## src/rtl/inst_fetch_unit.sv

```systemverilog
// Instruction fetch stage: issues in-order fetches against a credit limit and buffers responses
// in a small FIFO that feeds the decoder one {pc, word} entry per cycle.
module inst_fetch_unit #(
    parameter logic [63:0] RESET_PC = 64'h0,
    parameter int unsigned DEPTH    = 4
) (
    input  logic        clk,
    input  logic        rst,
    output logic        imem_req_valid,
    output logic [63:0] imem_req_addr,
    input  logic        imem_req_ready,
    input  logic        imem_rsp_valid,
    input  logic [31:0] imem_rsp_data,
    input  logic        redirect_valid,
    input  logic [63:0] redirect_pc,
    output logic        inst_valid,
    output logic [31:0] inst,
    output logic [63:0] inst_pc,
    input  logic        inst_ready,
    output logic        protocol_err
);
    localparam int unsigned PtrW = $clog2(DEPTH);
    localparam int unsigned CntW = PtrW + 1;
    localparam int unsigned SumW = PtrW + 2;

    logic [63:0]     req_pc_q, req_pc_d;
    logic [63:0]     rsp_pc_q, rsp_pc_d;
    logic [CntW-1:0] out_cnt_q, out_cnt_d;
    logic [CntW-1:0] drop_cnt_q, drop_cnt_d;
    logic [CntW-1:0] occ_q, occ_d;
    logic [PtrW-1:0] rd_ptr_q, rd_ptr_d;
    logic [PtrW-1:0] wr_ptr_q, wr_ptr_d;
    logic [63:0]     fifo_pc_q [DEPTH];
    logic [63:0]     fifo_pc_d [DEPTH];
    logic [31:0]     fifo_word_q [DEPTH];
    logic [31:0]     fifo_word_d [DEPTH];
    logic            protocol_err_q, protocol_err_d;

    logic [SumW-1:0] credit_used;
    logic [63:0]     redirect_base;
    logic            req_fire;
    logic            rsp_live;
    logic            rsp_stray;
    logic            push;
    logic            pop;

    logic unused_redirect_lsb;
    assign unused_redirect_lsb = ^redirect_pc[1:0];

    assign redirect_base = {redirect_pc[63:2], 2'b00};

    // Outstanding requests plus buffered words never exceed DEPTH, so a push always fits.
    always_comb begin
        credit_used    = SumW'(out_cnt_q) + SumW'(occ_q);
        imem_req_valid = !rst && !redirect_valid && (credit_used < SumW'(DEPTH));
        imem_req_addr  = req_pc_q;
        inst_valid     = (occ_q != '0);
        inst           = inst_valid ? fifo_word_q[rd_ptr_q] : '0;
        inst_pc        = inst_valid ? fifo_pc_q[rd_ptr_q] : RESET_PC;
        protocol_err   = protocol_err_q;
    end

    always_comb begin
        req_fire  = imem_req_valid && imem_req_ready;
        rsp_live  = imem_rsp_valid && (out_cnt_q != '0);
        rsp_stray = imem_rsp_valid && (out_cnt_q == '0);
        push      = rsp_live && (drop_cnt_q == '0) && !redirect_valid;
        pop       = inst_valid && inst_ready && !redirect_valid;
    end

    always_comb begin
        req_pc_d       = req_pc_q;
        rsp_pc_d       = rsp_pc_q;
        drop_cnt_d     = drop_cnt_q;
        rd_ptr_d       = rd_ptr_q;
        wr_ptr_d       = wr_ptr_q;
        fifo_pc_d      = fifo_pc_q;
        fifo_word_d    = fifo_word_q;
        protocol_err_d = protocol_err_q || rsp_stray;

        if (req_fire) begin
            req_pc_d = req_pc_q + 64'd4;
        end
        out_cnt_d = out_cnt_q + CntW'(req_fire) - CntW'(rsp_live);

        if (rsp_live && (drop_cnt_q != '0)) begin
            drop_cnt_d = drop_cnt_q - CntW'(1);
        end
        if (push) begin
            fifo_pc_d[wr_ptr_q]   = rsp_pc_q;
            fifo_word_d[wr_ptr_q] = imem_rsp_data;
            wr_ptr_d              = wr_ptr_q + PtrW'(1);
            rsp_pc_d              = rsp_pc_q + 64'd4;
        end
        if (pop) begin
            rd_ptr_d = rd_ptr_q + PtrW'(1);
        end
        occ_d = occ_q + CntW'(push) - CntW'(pop);

        // Everything still in flight after this cycle belongs to the old stream.
        if (redirect_valid) begin
            req_pc_d   = redirect_base;
            rsp_pc_d   = redirect_base;
            drop_cnt_d = out_cnt_q - CntW'(rsp_live);
            occ_d      = '0;
            rd_ptr_d   = wr_ptr_q;
        end
    end

    always_ff @(posedge clk) begin
        if (rst) begin
            req_pc_q       <= RESET_PC;
            rsp_pc_q       <= RESET_PC;
            out_cnt_q      <= '0;
            drop_cnt_q     <= '0;
            occ_q          <= '0;
            rd_ptr_q       <= '0;
            wr_ptr_q       <= '0;
            protocol_err_q <= 1'b0;
        end else begin
            req_pc_q       <= req_pc_d;
            rsp_pc_q       <= rsp_pc_d;
            out_cnt_q      <= out_cnt_d;
            drop_cnt_q     <= drop_cnt_d;
            occ_q          <= occ_d;
            rd_ptr_q       <= rd_ptr_d;
            wr_ptr_q       <= wr_ptr_d;
            protocol_err_q <= protocol_err_d;
        end
    end

    always_ff @(posedge clk) begin
        fifo_pc_q   <= fifo_pc_d;
        fifo_word_q <= fifo_word_d;
    end

endmodule

```

## config.mk

```make
export PLATFORM = sky130hd
export DESIGN_NAME = inst_fetch_unit
export DESIGN_NICKNAME = d
export VERILOG_FILES = /design/src/rtl/inst_fetch_unit.sv
export SDC_FILE = /design/constraint.sdc
export NUM_CORES = 1
export LEC_CHECK = 0
export ABC_AREA = 1
export CAP_MARGIN = 0
export CORE_MARGIN = 3
export CORE_UTILIZATION = 57
export CTS_CLUSTER_DIAMETER = 40
export CTS_CLUSTER_SIZE = 24
export DETAILED_ROUTE_END_ITERATION = 10
export GPL_TIMING_DRIVEN = 0
export HOLD_SLACK_MARGIN = 0.12
export PLACE_DENSITY_LB_ADDON = 0.25
export SLEW_MARGIN = 20
export SYNTH_ARGS = -nofsm -noshare
export SYNTH_HDL_FRONTEND = slang
export SYNTH_SLANG_ARGS = --single-unit
```

## constraint.sdc

```tcl
create_clock -name clk -period 7.5 [get_ports clk]
set_input_delay 0.75 -clock clk [delete_from_list [all_inputs] [get_ports clk]]
set_output_delay 0.75 -clock clk [all_outputs]
set_load 0.01 [all_outputs]
```

### Word level (Yosys, flattened, before mapping)

Cells that the tools add are included.

| cells by class | value |
|---|---|
| shift-type cells | 0 |
| reductions and logical operators | 24 |
| add/sub/neg operators | 11 |
| multipliers | 0 |
| equality and inequality tests | 0 |
| divide/modulo/power cells | 0 |
| bitwise operators | 2 |
| muxes and demuxes | 22 |
| $lt $le $gt $ge | 4 |

Operators with widths:

| kind | count |
|---|---|
| 64-bit two-way mux | 8 |
| 256-bit bitwise mux | 1 |
| 64-bit by 3-bit adder with 64-bit output, second input constant | 2 |
| 64-bit binary-select mux with 2-bit select | 1 |
| 128-bit bitwise mux | 1 |
| 64-bit demux with 2-bit select | 1 |
| 32-bit two-way mux | 4 |
| 32-bit binary-select mux with 2-bit select | 1 |
| 32-bit demux with 2-bit select | 1 |
| 1-bit logical AND | 11 |
| 3-bit nonzero test | 3 |
| 3-bit by 1-bit subtractor with 3-bit output | 3 |
| 2-bit nonzero test | 4 |
| 3-bit by 1-bit adder with 3-bit output | 2 |
| 3-bit greater-or-equal comparator, second input constant | 2 |
| 3-bit logical NOT | 2 |
| 3-bit two-way mux | 2 |
| 2-bit inverter with 3-bit output | 2 |
| 2-bit by 1-bit adder with 2-bit output, second input constant | 2 |
| 3-bit by 3-bit adder with 4-bit output | 1 |
| 4-bit by 3-bit < comparator with 1-bit output, second input constant | 1 |
| 2-bit two-way mux | 2 |
| 3-bit by 1-bit < comparator with 1-bit output, second input constant | 1 |
| 3-bit by 1-bit subtractor with 3-bit output, second input constant | 1 |
| 3 further kinds | 4 |

| storage, ports and cells | value |
|---|---|
| memory bits (read-only) | 0 |
| input port bits | 102 |
| word-level logic and storage cells | 81 |
| RAM bits | 0 |
| register bits | 526 |
| memories kept | 0 |
| bits in latches | 0 |

### Logic depth before layout (Yosys ltp)

Gate-level depths: netlist (run 1).

| depth | value |
|---|---|
| depth after elaboration | 6 |
| mapped depth | 15 |
| gate-level depth less buffers | 15 |

### Worst setup path after synthesis (run 1)

No wires, ideal clock.

| timing | value |
|---|---|
| kind | input port to flip-flop |
| start point | input port imem_rsp_valid |
| end point | register fifo_pc_q[100] (netlist name) (enable) |
| arrival time | 5110 ps |
| setup slack | 1843 ps |
| data required time | 6953 ps |
| path buffers | 0 |
| cell stages on the path | 6 |
| setup time | 547 ps |
| cells stage by stage | nand2_1 > inv_2 > nand2_4 > nor2_4 > inv_2 > nor2_1 |

| on the way | value |
|---|---|
| word-level cells in the longest chain between the ends | 3 |

Ends and longest elaborated chain:

| what | line | RTL |
|---|---|---|
| start: declaration | 12 | `input logic imem_rsp_valid,` |
| 1-bit logical AND | 65 | `rsp_live = imem_rsp_valid && (out_cnt_q != '0);` |
| 1-bit logical AND (2 in a row) | 67 | `push = rsp_live && (drop_cnt_q == '0) && !redirect_valid;` |
| end signal: assignment | 133 | `fifo_pc_q <= fifo_pc_d;` |
| end: declaration | 33 | `logic [63:0] fifo_pc_q [DEPTH];` |

No other way between the ends.
A chain may end at the register's enable or synchronous reset.

### Worst setup path in the final report (run 1)

| timing | value |
|---|---|
| start point | register rd_ptr_q[0] |
| end point | output port inst_pc[61] |

| on the way | value |
|---|---|
| word-level cells in the longest chain between the ends | 5 |

Ends and longest elaborated chain:

| what | line | RTL |
|---|---|---|
| start: declaration | 31 | `logic [PtrW-1:0] rd_ptr_q, rd_ptr_d;` |
| start signal: assignment | 126 | `rd_ptr_q <= rd_ptr_d;` |
| 2-bit inverter with 3-bit output (implied by the code) | 59 | `inst_pc = inst_valid ? fifo_pc_q[rd_ptr_q] : RESET_PC;` |
| 64-bit binary-select mux with 2-bit select | 59 |  |
| 64-bit two-way mux (implied by the code) (2 in a row) | 59 |  |
| 64-bit two-way mux | 59 |  |
| end: declaration | 18 | `output logic [63:0] inst_pc,` |

No other way between the ends. The select of a mux whose other input is x is not followed.

==> metrics, run 1 <==
outcome complete, no violations; CTS Buf Count 68; asr flop ratio synth 0%; switching share of total power 27.09%; mapped cell area 24250 um2; CTS H-Tree Depth 3; Tot Pwr 7.653 mW; fmax about 0.22 GHz; CTS tree built; Yosys Warn Count 0; Die H ~210 um; WP data arrival 3700 ps; postcts setup bufs 0; multiplexer share of the synthesized area 0%; ys flop type edfxtp_1; GRT Total Usage 37.93%; vias in the first global route 21.47k; slowest CP cell clkbuf_1; # IOs approximately 270; Fin Hold WS 451.9 ps; post-synth top area share between 40 and 50%; die area between 40000 and 50000 um2; ratio of final minimum period to clock period 59.28%; Layout Nets 3237; cell taking the most area after synthesis edfxtp_1; fin cells 3703; PostCTS Resize Cnt 0; Initial DRC Count about 2.7k; DRC 0; xor/xnor cell area share of the yosys netlist 2.312%; sequential cell area approximately 14000 um2; Mean Syn Cell Area 8.764 um2; root buffer selected by CTS clkbuf_16; Final min period 4446 ps; net switching power just over 2 mW; Area growth syn-to-layout 25.24%; Synth Area in Compound Gates about 11%; Hold/Removal Path Class flip-flop to flip-flop; Post-synth EDFFs 376; Leakage between 10 and 15 nW; nature of the critical path endpoint output port; site row count 74; clock transition at the registers of the reported paths 60 ps; Int Pwr 5.580 mW; Slew @ Worst Pin 960.9 ps; initial antenna violation count 2; pin count of the biggest net entering global routing 24; worst setup path start rd_ptr_q[0]$_SDFFE_PP0P_; Netlist cell types 41; Total Neg Setup Slack 0 ps; Comb power frac 12.8%; Clock power frac 43.1%; relative slew slack between 30 and 40%; VDD IR max 242.6 uV; Crit Path Max Fanout 10; Core Area 41390 um2; fin area just over 30000 um2; port buffer count 257; CP startpoint kind flip-flop; clock tree buffer depth 3; Final Max Slew Viols 0; first-pass GRT wire length 127400 um; Post-CTS Hold Fix Bufs 0; clk_lat worst skew between 500 and 600 ps; RSZ-0062 raised after global routing no; critical-path cell list inv_2, clkbuf_1, clkbuf_1, o21ai_0, a21oi_1, clkdlybuf4s50_1; Most Frequent Cell on Critical Path clkbuf_1; hold wc startpoint protocol_err$_SDFF_PP0_; setup ws final 3054 ps; area occupied by multi-input gates 8949 um2; Sequential Power Share 44.1%; Cells after DPL 3579; Post-DP HPWL 62060 um; Initial Util 58.59%; GPL Wtd Cong 0.9912; vias 22.14k; CTS sink cnt roughly 510; #FFs+latches synth 514; main area contributors after synthesis edfxtp_1 47%, dfxtp_1 11%, nor2_1 9.6%; main combinational cell family by area after synthesis simple AND/OR/NAND/NOR gates; grt total ovfl 0; adder-cell share of the synthesized area less than 1%; P per Cell Area 252.0 nW/um2; Layout Skew 27.50 ps; WL per Instance 23.30 um; Post-Place Worst Slack 3736 ps; drt pass-1 iters 6; Synth Area in Simple Gates between 20% and 30%; endpoints failing setup 0; final hold vios 0; crit-path max cell delay 740 ps; Req. time, crit path 6750 ps; DP Area 28040 um2; register area share after synthesis 57.95%; Die Width 212.3 um; final WL ~86000 um; worst r2r src occ_q[1]$_SDFF_PP0_; antenna viol nets, final 0; final core utilization between 70% and 80%; kind of critical path flip-flop to output port; Via density 5.979; max cap viols 0; fillcell total 2932; Cells after Synth 2767; layout cell share with drive strength beyond 1 7.229%
## routing by layer
layer / up-vias / track usage (%) / wire (um)
li1: 9941 / - / -
met1: 10432 / 49.93 / 32350
met2: 1526 / 61.34 / 40340
met3: 240 / 6.625 / 9277
met4: 2 / 18.77 / 4293
met5: - / 0 / 13
## worst paths after layout
check / depth (start not counted) / end / slack (ps)
worst max register to register: 12 / occ_q[2]$_SDFF_PP0_ / 4090
worst min-delay path: 2 / protocol_err$_SDFF_PP0_ / 450
worst max-delay path: 6 / inst_pc[61] / 3050
worst min register to register: 2 / protocol_err$_SDFF_PP0_ / 450
## sequential cells by signal, summed over array words and instances, names as in the netlist
name	flops
drop_cnt_q	3
fifo_pc_q	248
fifo_word_q	128
imem_req_addr	62
occ_q	3
out_cnt_q	3
protocol_err	1
rd_ptr_q	2
rsp_pc_q	62
wr_ptr_q	2
## cell type report
type | instances | area share, %
Sequential cell | 514 | 46.27
Multi-Input combinational cell | 1941 | 29.46
Timing Repair Buffer | 277 | 10.13
Clock buffer | 80 | 6.060
Inverter | 192 | 2.373
Tap cell | 532 | 2.192
Buffer | 123 | 1.887
Clock inverter | 41 | 1.590
Antenna cell | 3 | 0.02472
## power by group through the flow
stage               Combinational, mW  Sequential [mW]  Clock, mW
finish                          0.983             3.37       3.30
global route                     1.06             3.38       3.43
CTS                             0.965             3.36       3.30
detailed placement              0.948             3.42          0
global placement                0.886             3.44          0
floorplan                       0.507             3.38          0
## synth_stat cells, drive strengths merged (5+ instances only)
| cell type | count |
|---|---|
| nor3 | 11 |
| ha | 16 |
| nand3 | 101 |
| and2 | 6 |
| or2 | 5 |
| nand2 | 540 |
| edfxtp | 376 |
| a21oi | 201 |
| xnor2 | 34 |
| dfxtp | 138 |
| o21ai | 274 |
| o21bai | 9 |
| a31oi | 32 |
| inv | 191 |
| clkbuf | 65 |
| xor2 | 30 |
| nor2 | 640 |
| nand4 | 20 |
| nand3b | 6 |
| buf | 58 |
## critical path: cells and delay by family, from the launching register on
| family | cells | cell delay [ps] |
|---|---|---|
| DFF | 1 | 310 |
| AOI/OAI and AO/OA | 2 | 590 |
| buffers and inverters | 4 | 2200 |
## cells by family (layout without fill, tap and decap cells)
logic type | Yosys count | count (layout)
adder cells (fa/ha/maj) | 18 | 18
other | 1 | 7
flip-flops | 514 | 514
AND/OR/NAND/NOR | 1330 | 1330
buffers and inverters | 315 | 713
AO/OA/AOI/OAI | 525 | 525
XOR/XNOR | 64 | 64
## cell usage in the layout, fill, tap and decap left out, types with 32 or more instances in the layout
master and instances:
o21ai_0 273, dfxtp_1 138, inv_1 180, clkbuf_1 71, a21oi_1 201, edfxtp_1 376, clkbuf_16 71, clkdlybuf4s50_1 257
nor2_1 616, a31oi_1 32, nand3_1 99, nand2_1 530, xnor2_1 34
Power figures use the tool's default switching activity.
==> inputs of run 2 (changes only) <==
- clock period: 7.5 -> 4.1 ns (I/O delays scaled with it)
==> run 2 against run 1 <==
Effect of this change:
- sequential share of layout area hardly changed
- die area is the same
- first-iteration DRC count fell by 2.2%
- final cell count about the same
- highest routed layer unchanged
==> metrics, run 2 (synthesis results as in run 1) <==
CTS Buf Count slightly below 70; first-pass GRT wire length 127400 um; CP startpoint kind flip-flop; DRC 0; grt total ovfl 0; fmax approximately 0.24 GHz; WL per Instance 23.29 um; most common cell after layout, fill and taps aside nor2_1; Fin Hold WS 252.0 ps; FF-to-FF setup slack 890 ps; postcts setup bufs 0; CTS tree built; Via density 5.964; clock transition at the registers of the reported paths ~60 ps; max reg flops 248; vias 22.08k; kind of critical path flip-flop to output port; r2r endpoint fifo_pc_q[104]$_DFFE_PP_; Final min period 4093 ps; root buffer selected by CTS clkbuf_16; die area 45050 um2; worst r2r src drop_cnt_q[0]$_SDFFE_PP0P_; final core utilization roughly three quarters; endpoints failing setup 0; setup ws final 6.945 ps; VDD IR max 444.0 uV; Hold Path Cell Cnt 4; Die H ~210 um; Slew @ Worst Pin 1020 ps; Total Neg Setup Slack 0 ps; pin count of the biggest net entering global routing 24; initial antenna violation count 2; RSZ-0062 raised after global routing no; relative slew slack 32.02%; clk_lat worst skew 590 ps; Hold/Removal Path Class input port to flip-flop; site row count 74; WP data arrival 3680 ps; drt pass-1 iters 9; Leakage 10.74 nW; Die Width 212.3 um; final hold vios 0; hold wc startpoint redirect_valid; Largest Register fifo_pc_q; Area growth syn-to-layout 25.28%; GPL Wtd Cong 0.9912; PostCTS Resize Cnt 0; vias in the first global route 21.47k; cells on worst reg2reg path 14; Req. time, crit path 3690 ps; Post-Place Worst Slack just under 700 ps; Tot Pwr 14.00 mW; port buffer count 257; Initial DRC Count 2657; fin area 30380 um2; Cells after DPL 3579; CTS H-Tree Depth 3; GRT Total Usage 37.93%; fin cells around 3.7k; # IOs 265; Top Registers fifo_pc_q (248), fifo_word_q (128); Post-DP HPWL 62060 um; Final Max Slew Viols 0; clock tree buffer depth 3; most frequent cells in the layout 616 x nor2_1, 530 x nand2_1, 376 x edfxtp_1, 273 x o21ai_0, 257 x clkdlybuf4s50_1; outcome complete, no violations; Crit Path Max Fanout 10; nature of the critical path endpoint output port; P per Cell Area 460.7 nW/um2; max cap viols 0; DP Area 28040 um2; Worst Hold Endpoint rsp_pc_q[2]$_SDFFE_PP0P_; Layout Skew 28.35 ps; Post-CTS Hold Fix Bufs 0; ratio of final minimum period to clock period between 90% and 100%; Initial Util 58.59%; layout cell share with drive strength beyond 1 7.229%; antenna viol nets, final 0; Layout Nets ~3.2k; Core Area 41390 um2; CTS sink cnt 514; final WL 86230 um
==> run 2: how the worst max path moves through the flow <==
stage	start	slack, ps	cells past startpoint	end
after floorplan	drop_cnt_q[0]$_SDFFE_PP0P_	-1400	8	fifo_pc_q[100]$_DFFE_PP_
after global placement	imem_rsp_valid	-5170	7	fifo_word_q[1]$_DFFE_PP_
after detailed placement	occ_q[1]$_SDFF_PP0_	680	5	inst_pc[17]
after CTS	occ_q[1]$_SDFF_PP0_	30	5	inst_pc[17]
after global routing	rd_ptr_q[0]$_SDFFE_PP0P_	20	6	inst_pc[61]
final	rd_ptr_q[0]$_SDFFE_PP0P_	7	6	inst_pc[61]
==> run 2: critical path: stages, from the launching register on <==
cell	delay (ps)
dfxtp_1	310
inv_2	260
clkbuf_1	760
clkbuf_1	590
o21ai_0	260
a21oi_1	300
clkdlybuf4s50_1	610
==> run 2: routing by layer <==
layer / vias up / GRT usage, % / wire (um)
met3: 241 / 6.625 / 9629
met1: 10355 / 49.93 / 32010
met5: - / 0 / 13
met4: 2 / 18.77 / 4371
met2: 1534 / 61.34 / 40210
li1: 9945 / - / -
==> run 2: layout make-up <==
class | count | area (um2)
Tap cell | 532 | 665.6
Multi-Input combinational cell | 1941 | 8955
Inverter | 192 | 720.7
Fill cell | 2929 | 11010
Clock buffer | 80 | 1841
Timing Repair Buffer | 277 | 3078
Antenna cell | 2 | 5.005
Clock inverter | 41 | 483.0
Buffer | 123 | 579.3
Sequential cell | 514 | 14050
==> run 2: power breakdown <==
part           switching [mW]  leakage [nW]  internal (mW)
clock                    2.36          1.12           3.66
combinational            1.13          5.05          0.667
sequential              0.294          4.57           5.88
total                    3.79          10.7           10.2
